[config.mk]
export PLATFORM = sky130hd
export DESIGN_NAME = seq_divider
export DESIGN_NICKNAME = d
export VERILOG_FILES = /design/src/rtl/arith_pkg.sv /design/src/rtl/div_step.sv /design/src/rtl/seq_divider.sv
export SDC_FILE = /design/constraint.sdc
export NUM_CORES = 1
export LEC_CHECK = 0
export CAP_MARGIN = 5
export CORE_AREA = 2 2 95 97
export CTS_BUF_LIST = sky130_fd_sc_hd__clkbuf_4
export CTS_CLUSTER_DIAMETER = 150
export DETAILED_ROUTE_END_ITERATION = 12
export DIE_AREA = 0 0 97 99
export HOLD_SLACK_MARGIN = 0.06
export PLACE_DENSITY = 0.87
export SLEW_MARGIN = 20
export SYNTH_ARGS = -nofsm -noshare
export SYNTH_HDL_FRONTEND = slang
export SYNTH_HIERARCHICAL = 1
export SYNTH_SLANG_ARGS = --single-unit
[constraint.sdc]
create_clock -name clk -period 3.8 [get_ports clk]
set_clock_uncertainty 0.2 [all_clocks]
set_input_delay 0.38 -clock clk [delete_from_list [all_inputs] [get_ports clk]]
set_output_delay 0.38 -clock clk [all_outputs]
set_load 0.1 [all_outputs]
[src/rtl/arith_pkg.sv]
// Shared arithmetic-datapath definitions: divider FSM encoding and datapath width.
// Latency: n/a (types and constants only).
// Backpressure: n/a.
package arith_pkg;

    // Width shared with the 16x16 multiplier; the divider dividend is twice this.
    localparam int DIV_W = 16;

    typedef enum logic [1:0] {
        ST_IDLE = 2'd0,
        ST_RUN  = 2'd1,
        ST_DONE = 2'd2
    } div_state_t;

endpackage

[src/rtl/div_step.sv]
// One restoring-division step: shift in the next dividend bit and conditionally subtract.
// Latency: combinational.
// Backpressure: n/a.
//
// Ports:
//   r       partial remainder (W+1 bits), always < divisor on entry
//   q       shifting register: unconsumed dividend bits on top, quotient bits filling in from the bottom
//   divisor W-bit unsigned divisor
//   r_nxt   partial remainder after this step
//   q_nxt   q shifted left by one with the new quotient bit in the LSB
module div_step #(
    parameter int W = 16
) (
    input  logic [W:0]   r,
    input  logic [W-1:0] q,
    input  logic [W-1:0] divisor,
    output logic [W:0]   r_nxt,
    output logic [W-1:0] q_nxt
);

    logic [W:0] t;
    logic [W:0] d_ext;
    logic       ge;

    // r < divisor between steps, so its MSB is always zero and only the low W bits shift up.
    logic unused_r_msb;
    assign unused_r_msb = r[W];

    // t can reach 2*divisor-1, hence the extra bit.
    assign t     = {r[W-1:0], q[W-1]};
    assign d_ext = {1'b0, divisor};
    assign ge    = (t >= d_ext);

    assign r_nxt = ge ? (t - d_ext) : t;
    assign q_nxt = {q[W-2:0], ge};

endmodule

[src/rtl/seq_divider.sv]
// Sequential restoring divider: 2W-bit dividend / W-bit divisor -> W-bit quotient and remainder.
// Latency: out_valid in cycle W+1 after accept; divide-by-zero or overflow results in cycle 1.
// Backpressure: result held in DONE indefinitely until out_ready; in_ready low outside IDLE.
//
// Ports:
//   clk, rst               clock, synchronous active-high reset
//   in_valid/in_ready      request handshake; dividend and divisor sampled on the accept edge only
//   out_valid/out_ready    result handshake; quotient, remainder, div_by_zero, overflow valid with out_valid
module seq_divider
    import arith_pkg::*;
#(
    parameter int W = DIV_W
) (
    input  logic           clk,
    input  logic           rst,
    input  logic           in_valid,
    output logic           in_ready,
    input  logic [2*W-1:0] dividend,
    input  logic [W-1:0]   divisor,
    output logic           out_valid,
    input  logic           out_ready,
    output logic [W-1:0]   quotient,
    output logic [W-1:0]   remainder,
    output logic           div_by_zero,
    output logic           overflow
);

    localparam int              CW       = $clog2(W);
    localparam logic [CW-1:0]   CNT_LAST = CW'(W - 1);

    div_state_t    state_q, state_d;
    logic [CW-1:0] cnt_q;
    logic [W:0]    r_q;
    logic [W-1:0]  q_q;
    logic [W-1:0]  dvs_q;
    logic          dbz_q, ovf_q;

    logic [W:0]    r_nxt;
    logic [W-1:0]  q_nxt;

    logic [W-1:0]  dvd_hi, dvd_lo;
    logic          accept;
    logic          is_zero;
    logic          is_ovf;

    assign dvd_hi  = dividend[2*W-1:W];
    assign dvd_lo  = dividend[W-1:0];
    assign accept  = in_valid && in_ready;
    assign is_zero = (divisor == '0);
    // The quotient fits in W bits exactly when the upper half is below the divisor.
    assign is_ovf  = !is_zero && (dvd_hi >= divisor);

    div_step #(.W(W)) u_step (
        .r       (r_q),
        .q       (q_q),
        .divisor (dvs_q),
        .r_nxt   (r_nxt),
        .q_nxt   (q_nxt)
    );

    // ---------------- FSM ----------------
    always_ff @(posedge clk) begin
        if (rst) begin
            state_q <= ST_IDLE;
        end else begin
            state_q <= state_d;
        end
    end

    always_comb begin
        state_d   = state_q;
        in_ready  = 1'b0;
        out_valid = 1'b0;
        case (state_q)
            ST_IDLE: begin
                in_ready = 1'b1;
                if (accept) begin
                    state_d = (is_zero || is_ovf) ? ST_DONE : ST_RUN;
                end
            end
            ST_RUN: begin
                if (cnt_q == '0) begin
                    state_d = ST_DONE;
                end
            end
            ST_DONE: begin
                out_valid = 1'b1;
                if (out_ready) begin
                    state_d = ST_IDLE;
                end
            end
            default: begin
                state_d = ST_IDLE;
            end
        endcase
    end

    // ---------------- datapath ----------------
    always_ff @(posedge clk) begin
        if (rst) begin
            cnt_q <= '0;
            r_q   <= '0;
            q_q   <= '0;
            dvs_q <= '0;
            dbz_q <= 1'b0;
            ovf_q <= 1'b0;
        end else begin
            case (state_q)
                ST_IDLE: begin
                    if (accept) begin
                        dvs_q <= divisor;
                        if (is_zero) begin
                            q_q   <= '1;
                            r_q   <= {1'b0, dvd_lo};
                            dbz_q <= 1'b1;
                            ovf_q <= 1'b0;
                        end else if (is_ovf) begin
                            q_q   <= '1;
                            r_q   <= '0;
                            dbz_q <= 1'b0;
                            ovf_q <= 1'b1;
                        end else begin
                            r_q   <= {1'b0, dvd_hi};
                            q_q   <= dvd_lo;
                            cnt_q <= CNT_LAST;
                            dbz_q <= 1'b0;
                            ovf_q <= 1'b0;
                        end
                    end
                end
                ST_RUN: begin
                    r_q   <= r_nxt;
                    q_q   <= q_nxt;
                    cnt_q <= cnt_q - 1'b1;
                end
                default: begin
                    // DONE: hold everything stable under backpressure.
                end
            endcase
        end
    end

    // Result fields come straight from the working registers; they only mean anything with out_valid.
    assign quotient    = q_q;
    assign remainder   = r_q[W-1:0];
    assign div_by_zero = dbz_q;
    assign overflow    = ovf_q;

endmodule

; ---- Word level (Yosys, flattened, before mapping)
; Index checks and enable logic that the tools add are counted.
[classes]
addsub = 2
mul = 0
n_div = 0
n_lt_le_gt_ge = 2
n_eq_ne = 7
shifts = 0
n_mux = 23
n_bitwise = 0
n_reduce_logical = 12
[op_table]
columns = operator, count
row1 = 2-to-1 mux 16 bit, 7
row2 = one-hot mux 16 bit (2 select lines), 2
row3 = greater-or-equal comparator 17 x 16 -> 1 bit, 1
row4 = greater-or-equal comparator 16 bit, 1
row5 = zero test 16 bit, 1
row6 = subtractor 16 bit, 1
row7 = 2-to-1 mux 4 bit, 3
row8 = inequality test 2 bit (second input constant), 5
row9 = 2-to-1 mux 2 bit, 4
row10 = one-hot mux 4 bit (2 select lines), 1
row11 = one-hot mux 2 bit (3 select lines), 1
row12 = 2-to-1 mux 1 bit, 5
row13 = zero test 4 bit, 1
row14 = AND reduction 2 bit, 2
row15 = AND reduction 4 bit, 1
row16 = subtractor 4 x 1 -> 4 bit (second input constant), 1
row17 = AND reduction 3 bit, 1
row18 = equality test 2 x 1 -> 1 bit (second input constant), 1
row19 = equality test 2 bit (second input constant), 1
row20 = logical AND 1 bit, 2
row21 = zero test 2 bit, 1
row22 = nonzero test 2 bit, 1
row23 = zero test 1 bit, 1
row24 = logical OR 1 bit, 1
[totals]
register_bits = 56
latch_bits = 0
ramBits = 0
romBits = 0
input_bits = 52
out_inout_bits = 36
mem_count = 0

; ---- Logic depth before layout (Yosys ltp)
; Gate-level depths: netlist of the first run.
[depth]
ltp_word = 7
mapped_depth = 14
mapped_depth_nobuf = 14

; ---- Cells and area by module
; Netlist of the first run, hierarchy kept.
[modules_own_cells]
columns = mod, instances, cells_each, area_per_inst_um2
row1 = seq_divider, 1, 403, 3360.7
row2 = div_step, 1, 153, 1187.4

; ---- Least setup slack after synthesis of the first run
; OpenSTA, ideal clock, no wires.
[synth_path]
path_kind = register to register
from = register q_q[15], in the netlist quotient[15]
to = register r_q[14]
setup_ns = 0.116
t_arrival_ns = 3.367
path_slack_ns = 0.117
path_stages_with_launch = 15
cell_sequence = dfxtp_1 > inv_1 > ha_1 > fa_1 > nor2b_1 > o2111ai_1 > a31oi_1 > o2bb2ai_1 > a21oi_1 > xnor2_1 > mux2_4 > nand2b_1 > nand2_1 > o21ai_0 > a41o_1
[synth_via]
elab_chain_cells = 3
elab_cells_between_ends = 4
[synth_lines]
columns = element, line_no
row1 = from (decl), seq_divider.sv:34  ; logic [W-1:0] q_q;
row2 = from (signal assigned), seq_divider.sv:124  ; q_q <= dvd_lo;
row3 = from (signal assigned), seq_divider.sv:133  ; q_q <= q_nxt;
row4 = subtractor 16 bit or greater-or-equal comparator 17 x 16 -> 1 bit (tied branches), "div_step.sv:34, div_step.sv:32"
row5 = 2-to-1 mux 16 bit (*), div_step.sv:34  ; assign r_nxt = ge ? (t - d_ext) : t;
row6 = net r_nxt[14], seq_divider.sv:38  ; logic [W:0] r_nxt;
row7 = one-hot mux 16 bit (2 select lines) (*), seq_divider.sv:108  ; case (state_q)
row8 = to (signal assigned), seq_divider.sv:114  ; r_q <= {1'b0, dvd_lo};
row9 = to (signal assigned), seq_divider.sv:123  ; r_q <= {1'b0, dvd_hi};
row10 = to (signal assigned), seq_divider.sv:132  ; r_q <= r_nxt;
row11 = to (decl), seq_divider.sv:33  ; logic [W:0] r_q;
; The timed path passes the listed nets; every way through them passes the cells marked *.
; A chain may end at the register's enable or synchronous reset.

; ---- Worst setup path in the final report of the first run
[layout_path]
from = register dvs_q[4]
to = register r_q[9]
[layout_via]
elab_chain_cells = 3
elab_cells_between_ends = 4
[layout_lines]
columns = element, line_no
row1 = from (decl), seq_divider.sv:35  ; logic [W-1:0] dvs_q;
row2 = from (signal assigned), seq_divider.sv:111  ; dvs_q <= divisor;
row3 = subtractor 16 bit or greater-or-equal comparator 17 x 16 -> 1 bit (tied branches), "div_step.sv:34, div_step.sv:32"
row4 = 2-to-1 mux 16 bit (*), div_step.sv:34
row5 = net r_nxt[9], seq_divider.sv:38
row6 = one-hot mux 16 bit (2 select lines) (*), seq_divider.sv:108
; Marks and branches as above.

==> metrics.md, run 1 <==
| Metric | Value |
|---|---|
| Drt drc | 0 |
| Fin nets | 671 |
| Top Ports | 88 |
| Clock buffer depth | 2 |
| Post-CTS Resized | 0 |
| Syn Area/Cell | 8.19 um2 |
| Fmax | 0.293 GHz |
| Setup TNS | 0 ns |
| Fin crit period | 3.41 ns |
| R2r setup slk | 0.39 ns |
| Total CTS buffers | 5 |
| Most common cell after layout, fill and taps aside | clkdlybuf4s50_1 |
| Mapped cell area | 4480 um2 |
| Outcome | completed |
| Worst Hold End | div_by_zero |
| Initial DRT Pass Iterations | 5 |
| Crit Path Category | flip-flop to flip-flop |
| IO Port Bufs | 87 |
| FF-to-FF path depth | 13 |
| Reg-to-Reg Start | dvs_q[4] |
| Max Cap Violations | 0 |
| Die Area | 9600 um2 |
| Total GRT Usage | 26.4% |
| # Post-CTS Setup Buffers | 0 |
| Final WL | between 10000 and 15000 um |
| FILL cells | 743 |
| Tcrit/Tclk final | 89.7% |
| FF-to-FF End | r_q[9] |
| Worst path required time | 3.91 ns |
| Synth warn | 6 |
| Area growth syn-to-layout | 16.1% |
| Worst vdd ir | ~0.29 mV |
| Clk sinks | 56 |
| CP max FO | 17 |
| HPWL after DPL | between 9000 and 10000 um |
| Commonest non-fill, non-tap cells in the layout | clkdlybuf4s50_1 (87), nand2_1 (59), a21oi_1 (58), dfxtp_1 (56), inv_1 (42) |
| HP Class | flip-flop to flip-flop |
| Clk_lat worst skew | ~0.40 ns |
| Vias/cell | 6.30 |
| Final GP Congestion | roughly 1 |
| Endpoint type of the worst setup path | flip-flop |
| Die W | just under 100 um |
| Dpl ws | 0.376 ns |
| 1st-iter DRT viols | ~320 |
| First-pass GRT wire length | between 20000 and 25000 um |
| Pleak | 2.08 nW |
| Worst Setup Slack, final | around 0.4 ns |
| Slew margin rel. | 33.7% |
| Core area | around 8600 um2 |
| DR WL/cell | between 15 and 20 um |
| Share of cells above drive strength 1 | 10.6% |
| Critical path arrival | ~3.5 ns |
| ANT nets after route | 0 |
| Synth Net Count | roughly 630 |
| Initial antenna violation count | 0 |
| Largest net degree at the start of global routing | 41 |
| CTS tree | built |
| Vias in the first global route | about 4200 |
| Power per cell area | 615 nW/um2 |
| Hold-fix buffer count after cts | 0 |
| RSZ-0062 raised after global routing | false |
| Clock transition at path regs | 0.17 ns |
| Syn Inst Count | 547 |
| Grt total ovfl | 0 |
| Row count | 34 |
| CP startpoint kind | flip-flop |
| Starting Density | 52.4% |
| Final Max Tran Viols | 0 |
| Actual slew at the worst max-slew pin | a little under 1 ns |
| Worst hold path depth | 2 |
| HP Start | div_by_zero |
| N_diodes | 0 |
| Setup-failing EPs final | 0 |
| Die Y | between 90 and 100 um |
| H-tree depth | 2 |
| Root Buffer | clkbuf_4 |
| Final hold viol count | 0 |
| Vias post-DR | 4373 |
==> how the worst max path moves through the flow <==
stage / from / end / cells after the start
floorplan: quotient[15] / r_q[14] / 14
global placement: divisor[15] / quotient[15] / 9
detailed placement: divisor[13] / state_q[1] / 9
CTS: dvs_q[4] / r_q[9] / 13
global route: dvs_q[4] / r_q[8] / 13
finish: dvs_q[4] / r_q[9] / 13
==> state kept, by name, indices dropped and copies added (netlist names) <==
name         count
quotient        16
state_q          2
overflow         1
div_by_zero      1
cnt_q            4
r_q             16
dvs_q           16
==> where the power goes <==
group	leakage, nW	internal [mW]	switching, mW
registers	0.461	0.684	0.117
clock network	0.0316	0.0738	0.208
logic	1.58	0.812	1.30
==> worst max-delay path, stage by stage, from the launching register on <==
cell and delay, ns:
dfxtp_1 0.37, inv_1 0.05, ha_1 0.35, a21o_1 0.22, a31oi_1 0.17, o21ai_2 0.14, a21oi_4 0.20, o211ai_2 0.12
a21oi_4 0.55, mux2_2 0.40, nand2b_1 0.15, nand2_1 0.09, o21ai_0 0.10, a41o_1 0.20
==> stage by stage <==
stage | instance area (um2) | total power [mW] | utilization, % | instances | hold slack [ns]
global route | 5200 | 3.35 | 60.8 | 694 | 0.285
global placement | 5140 | 2.83 | 60.1 | 686 | 0.244
finish | 5200 | 3.20 | 60.8 | 694 | 0.266
floorplan | 4480 | 2.55 | - | 547 | 0.236
CTS | 5200 | 3.17 | 60.8 | 694 | 0.270
detailed placement | 5140 | 2.89 | 60.1 | 686 | 0.249
==> metal layers <==
layer  wire length [um]  track usage [%]  vias up
li1                   -                -     2047
met1               5330             33.3     2037
met2               6200             43.8      239
met3                995             5.46       50
met4                463             11.8        0
met5                  0                0        -
==> final cells by class <==
cell class                      count  area, um2  share of cell area [%]
Clock inverter                      3       21.3                   0.409
Tap cell                          108        135                    2.60
Multi-Input combinational cell    381       2770                    53.3
Inverter                           43        161                    3.10
Clock buffer                        5       37.5                   0.722
Sequential cell                    56       1120                    21.6
Timing Repair Buffer               98        953                    18.3
No activity file was read; power rests on OpenSTA's default activity.
==> run 2, diff against run 1 <==
Settings changed: PLACE_DENSITY 0.87 to 0.83.
==> run 2 against run 1 <==
Flip-flop and latch count unchanged. Critical path depth is 1 lower. Final cell count rose by 0.14%. Clock power hardly changed. Cell area is essentially flat. Wire length shrank 2.9%. Die area did not move. Combinational power barely moved.
==> metrics.md, run 2 (synthesis results as in run 1) <==
| Metric | Value |
|---|---|
| Outcome | completed (unchanged) |
| CP most frequent cell | a21oi_4 (unchanged) |
| Most common cell after layout, fill and taps aside | clkdlybuf4s50_1 (unchanged) |
| Crit path max-delay cell type | a21oi_4 (unchanged) |
| Commonest non-fill, non-tap cells in the layout | clkdlybuf4s50_1 (86), nand2_1 (59), a21oi_1 (58), dfxtp_1 (56), inv_1 (42) (was clkdlybuf4s50_1 (87), nand2_1 (59), a21oi_1 (58), dfxtp_1 (56), inv_1 (42)) |
| Core area | 8550 um2 (unchanged) |
| Critical path arrival | 3.61 ns (was 3.51 ns) |
| DR WL/cell | 18.2 um (was 18.7 um) |
| Final WL | 12600 um (was 13000 um) |
| IO Port Bufs | 87 (unchanged) |
| Setup TNS | 0 ns (unchanged) |
| First-pass GRT wire length | 20100 um (was 20800 um) |
| CP top delay family | compound AO/OA/AOI/OAI gates (unchanged) |
| Final GP Congestion | 0.942 (was 0.972) |
| Dpl ws | 0.259 ns (was 0.376 ns) |
| Worst path required time | 3.90 ns (was 3.91 ns) |
| Initial DRT Pass Iterations | 5 (unchanged) |
| Total GRT Usage | 25.4% (was 26.4%) |
| Initial antenna violation count | 0 (unchanged) |
| Row count | 34 (unchanged) |
| Net load switching power | 1.62 mW (was 1.63 mW) |
| CP Buf/Inv Count | 0 (was 1) |
| Clock power frac | 8.8% (about the same) |
| Power per cell area | 614 nW/um2 (was 615 nW/um2) |
| Switching share of power | 50.9% (about the same) |
| Vias/cell | 6.28 (was 6.30) |
| N_diodes | 0 (unchanged) |
| Fin area | 5200 um2 (about the same) |
| Top Ports | 88 (unchanged) |
| Die W | 97 um (unchanged) |
| 1st-iter DRT viols | 286 (was 319) |
| Die Area | 9600 um2 (unchanged) |
| # Post-CTS Setup Buffers | 0 (unchanged) |
| Final hold viol count | 0 (unchanged) |
| Sequential Power Share | 25.1% (was 25.0%) |
| Endpoint type of the worst setup path | flip-flop (unchanged) |
| Post-CTS Resized | 0 (unchanged) |
| Pleak | 2.08 nW (about the same) |
| Hold slack | 0.271 ns (was 0.266 ns) |
| Grt total ovfl | 0 (unchanged) |
| Total CTS buffers | 5 (unchanged) |
| Fmax | 0.285 GHz (was 0.293 GHz) |
| Setup-failing EPs final | 0 (unchanged) |
| H-tree depth | 2 (unchanged) |
| Worst vdd ir | 0.237 mV (was 0.287 mV) |
| Cell Chain, Critical Path | ha_1 -> a21o_1 -> a31oi_1 -> o21ai_2 -> a21oi_4 -> o211ai_2 -> a21oi_4 -> mux2_2 -> nand2b_1 -> nand2_1 -> o21ai_0 -> a41o_1 (was inv_1 -> ha_1 -> a21o_1 -> a31oi_1 -> o21ai_2 -> a21oi_4 -> o211ai_2 -> a21oi_4 -> mux2_2 -> nand2b_1 -> nand2_1 -> o21ai_0 -> a41o_1) |
| Worst Setup Slack, final | 0.294 ns (was 0.391 ns) |
| FF-to-FF path depth | 12 (was 13) |
| Slew margin rel. | 33.4% (was 33.7%) |
| Vias in the first global route | 4049 (was 4203) |
| Worst hold path depth | 2 (unchanged) |
| CP startpoint kind | flip-flop (unchanged) |
| CP max FO | 17 (unchanged) |
| Met3 Use GR | 3.83% (was 5.46%) |
| CTS tree | built (unchanged) |
| Starting Density | 52.4% (unchanged) |
| Share of cells above drive strength 1 | 10.9% (was 10.6%) |
| Combinational Power Share | 66.1% (about the same) |
| ANT nets after route | 0 (unchanged) |
| Crit-path max cell delay | 0.60 ns (was 0.55 ns) |
| Routing usage on met1 | 33.3% (about the same) |
| HPWL after DPL | 9500 um (was 9760 um) |
| Critical Path Stages | 12 (was 13) |
| Largest net degree at the start of global routing | 42 (was 41) |
| Clock buffer depth | 2 (unchanged) |
| Clk sinks | 56 (unchanged) |
| RSZ-0062 raised after global routing | false (unchanged) |
| HP Class | flip-flop to flip-flop (unchanged) |
| Post-Place Cell Area | 5140 um2 (about the same) |
| Fin nets | 672 (was 671) |
| GRT Max-Usage Layer | met2 (unchanged) |
| Int Pwr | 1.57 mW (about the same) |
| Final Max Tran Viols | 0 (unchanged) |
| Area growth syn-to-layout | 16.2% (was 16.1%) |
| Hold-fix buffer count after cts | 0 (unchanged) |
| Clock transition at path regs | 0.17 ns (about the same) |
| Vias post-DR | 4363 (was 4373) |
| FILL cells | 777 (was 743) |
| Routing usage on met2 | 44.1% (was 43.8%) |
| Max Cap Violations | 0 (unchanged) |
| Die Y | 99 um (unchanged) |
| Actual slew at the worst max-slew pin | 0.996 ns (was 0.991 ns) |
| Clk_lat worst skew | 0.40 ns (about the same) |
| Fin crit period | 3.51 ns (was 3.41 ns) |
| Tcrit/Tclk final | 92.3% (was 89.7%) |
| Drt drc | 0 (unchanged) |
| Root Buffer | clkbuf_4 (unchanged) |
| Crit Path Category | flip-flop to flip-flop (unchanged) |
[run 2: final cells by class]
type | instances | area (um2) | share of cell area, %
flip-flops and latches | 56 | 1120 | 21.5
inverters | 43 | 161 | 3.10
repair buffers | 99 | 956 | 18.4
multi-input cells | 381 | 2770 | 53.2
well taps | 108 | 135 | 2.60
clock buffers | 5 | 37.5 | 0.722
clock inverters | 3 | 21.3 | 0.409
[run 2: worst paths after layout]
| check | startpoint | endpoint | slack (ns) |
|---|---|---|---|
| hold reg to reg | div_by_zero | div_by_zero | 0.27 |
| setup / recovery | r_q[3] | r_q[9] | 0.29 |
| hold / removal | div_by_zero | div_by_zero | 0.27 |
| setup reg to reg | r_q[3] | r_q[9] | 0.29 |
[run 2: stage by stage]
| step | instances | power (mW) | utilization, % |
|---|---|---|---|
| 2_1_floorplan | 547 | 2.55 | - |
| 3_3_place_gp | 687 | 2.84 | 60.2 |
| 3_5_place_dp | 687 | 2.89 | 60.2 |
| 4_1_cts | 695 | 3.17 | 60.8 |
| 5_1_grt | 695 | 3.36 | 60.8 |
| 6_report | 695 | 3.19 | 60.8 |
[run 2: power groups by stage]
stage               combinational (mW)  clock (mW)  sequential [mW]
finish                            2.11       0.281            0.800
global route                      2.23       0.313            0.813
CTS                               2.08       0.291            0.796
detailed placement                2.08           0            0.810
global placement                  2.03           0            0.805
floorplan                         1.57           0            0.977
[run 2: layer usage]
layer,share of wire [%],wire (um)
met1,43,5380
met2,48,6010
met3,7.2,914
met4,2.5,310
met5,0,0
[run 2: tightest hold or removal path: stages (launching register included)]
cell and delay [ns]:
dfxtp_1 0.35, nand2_1 0.05, a21oi_1 0.05
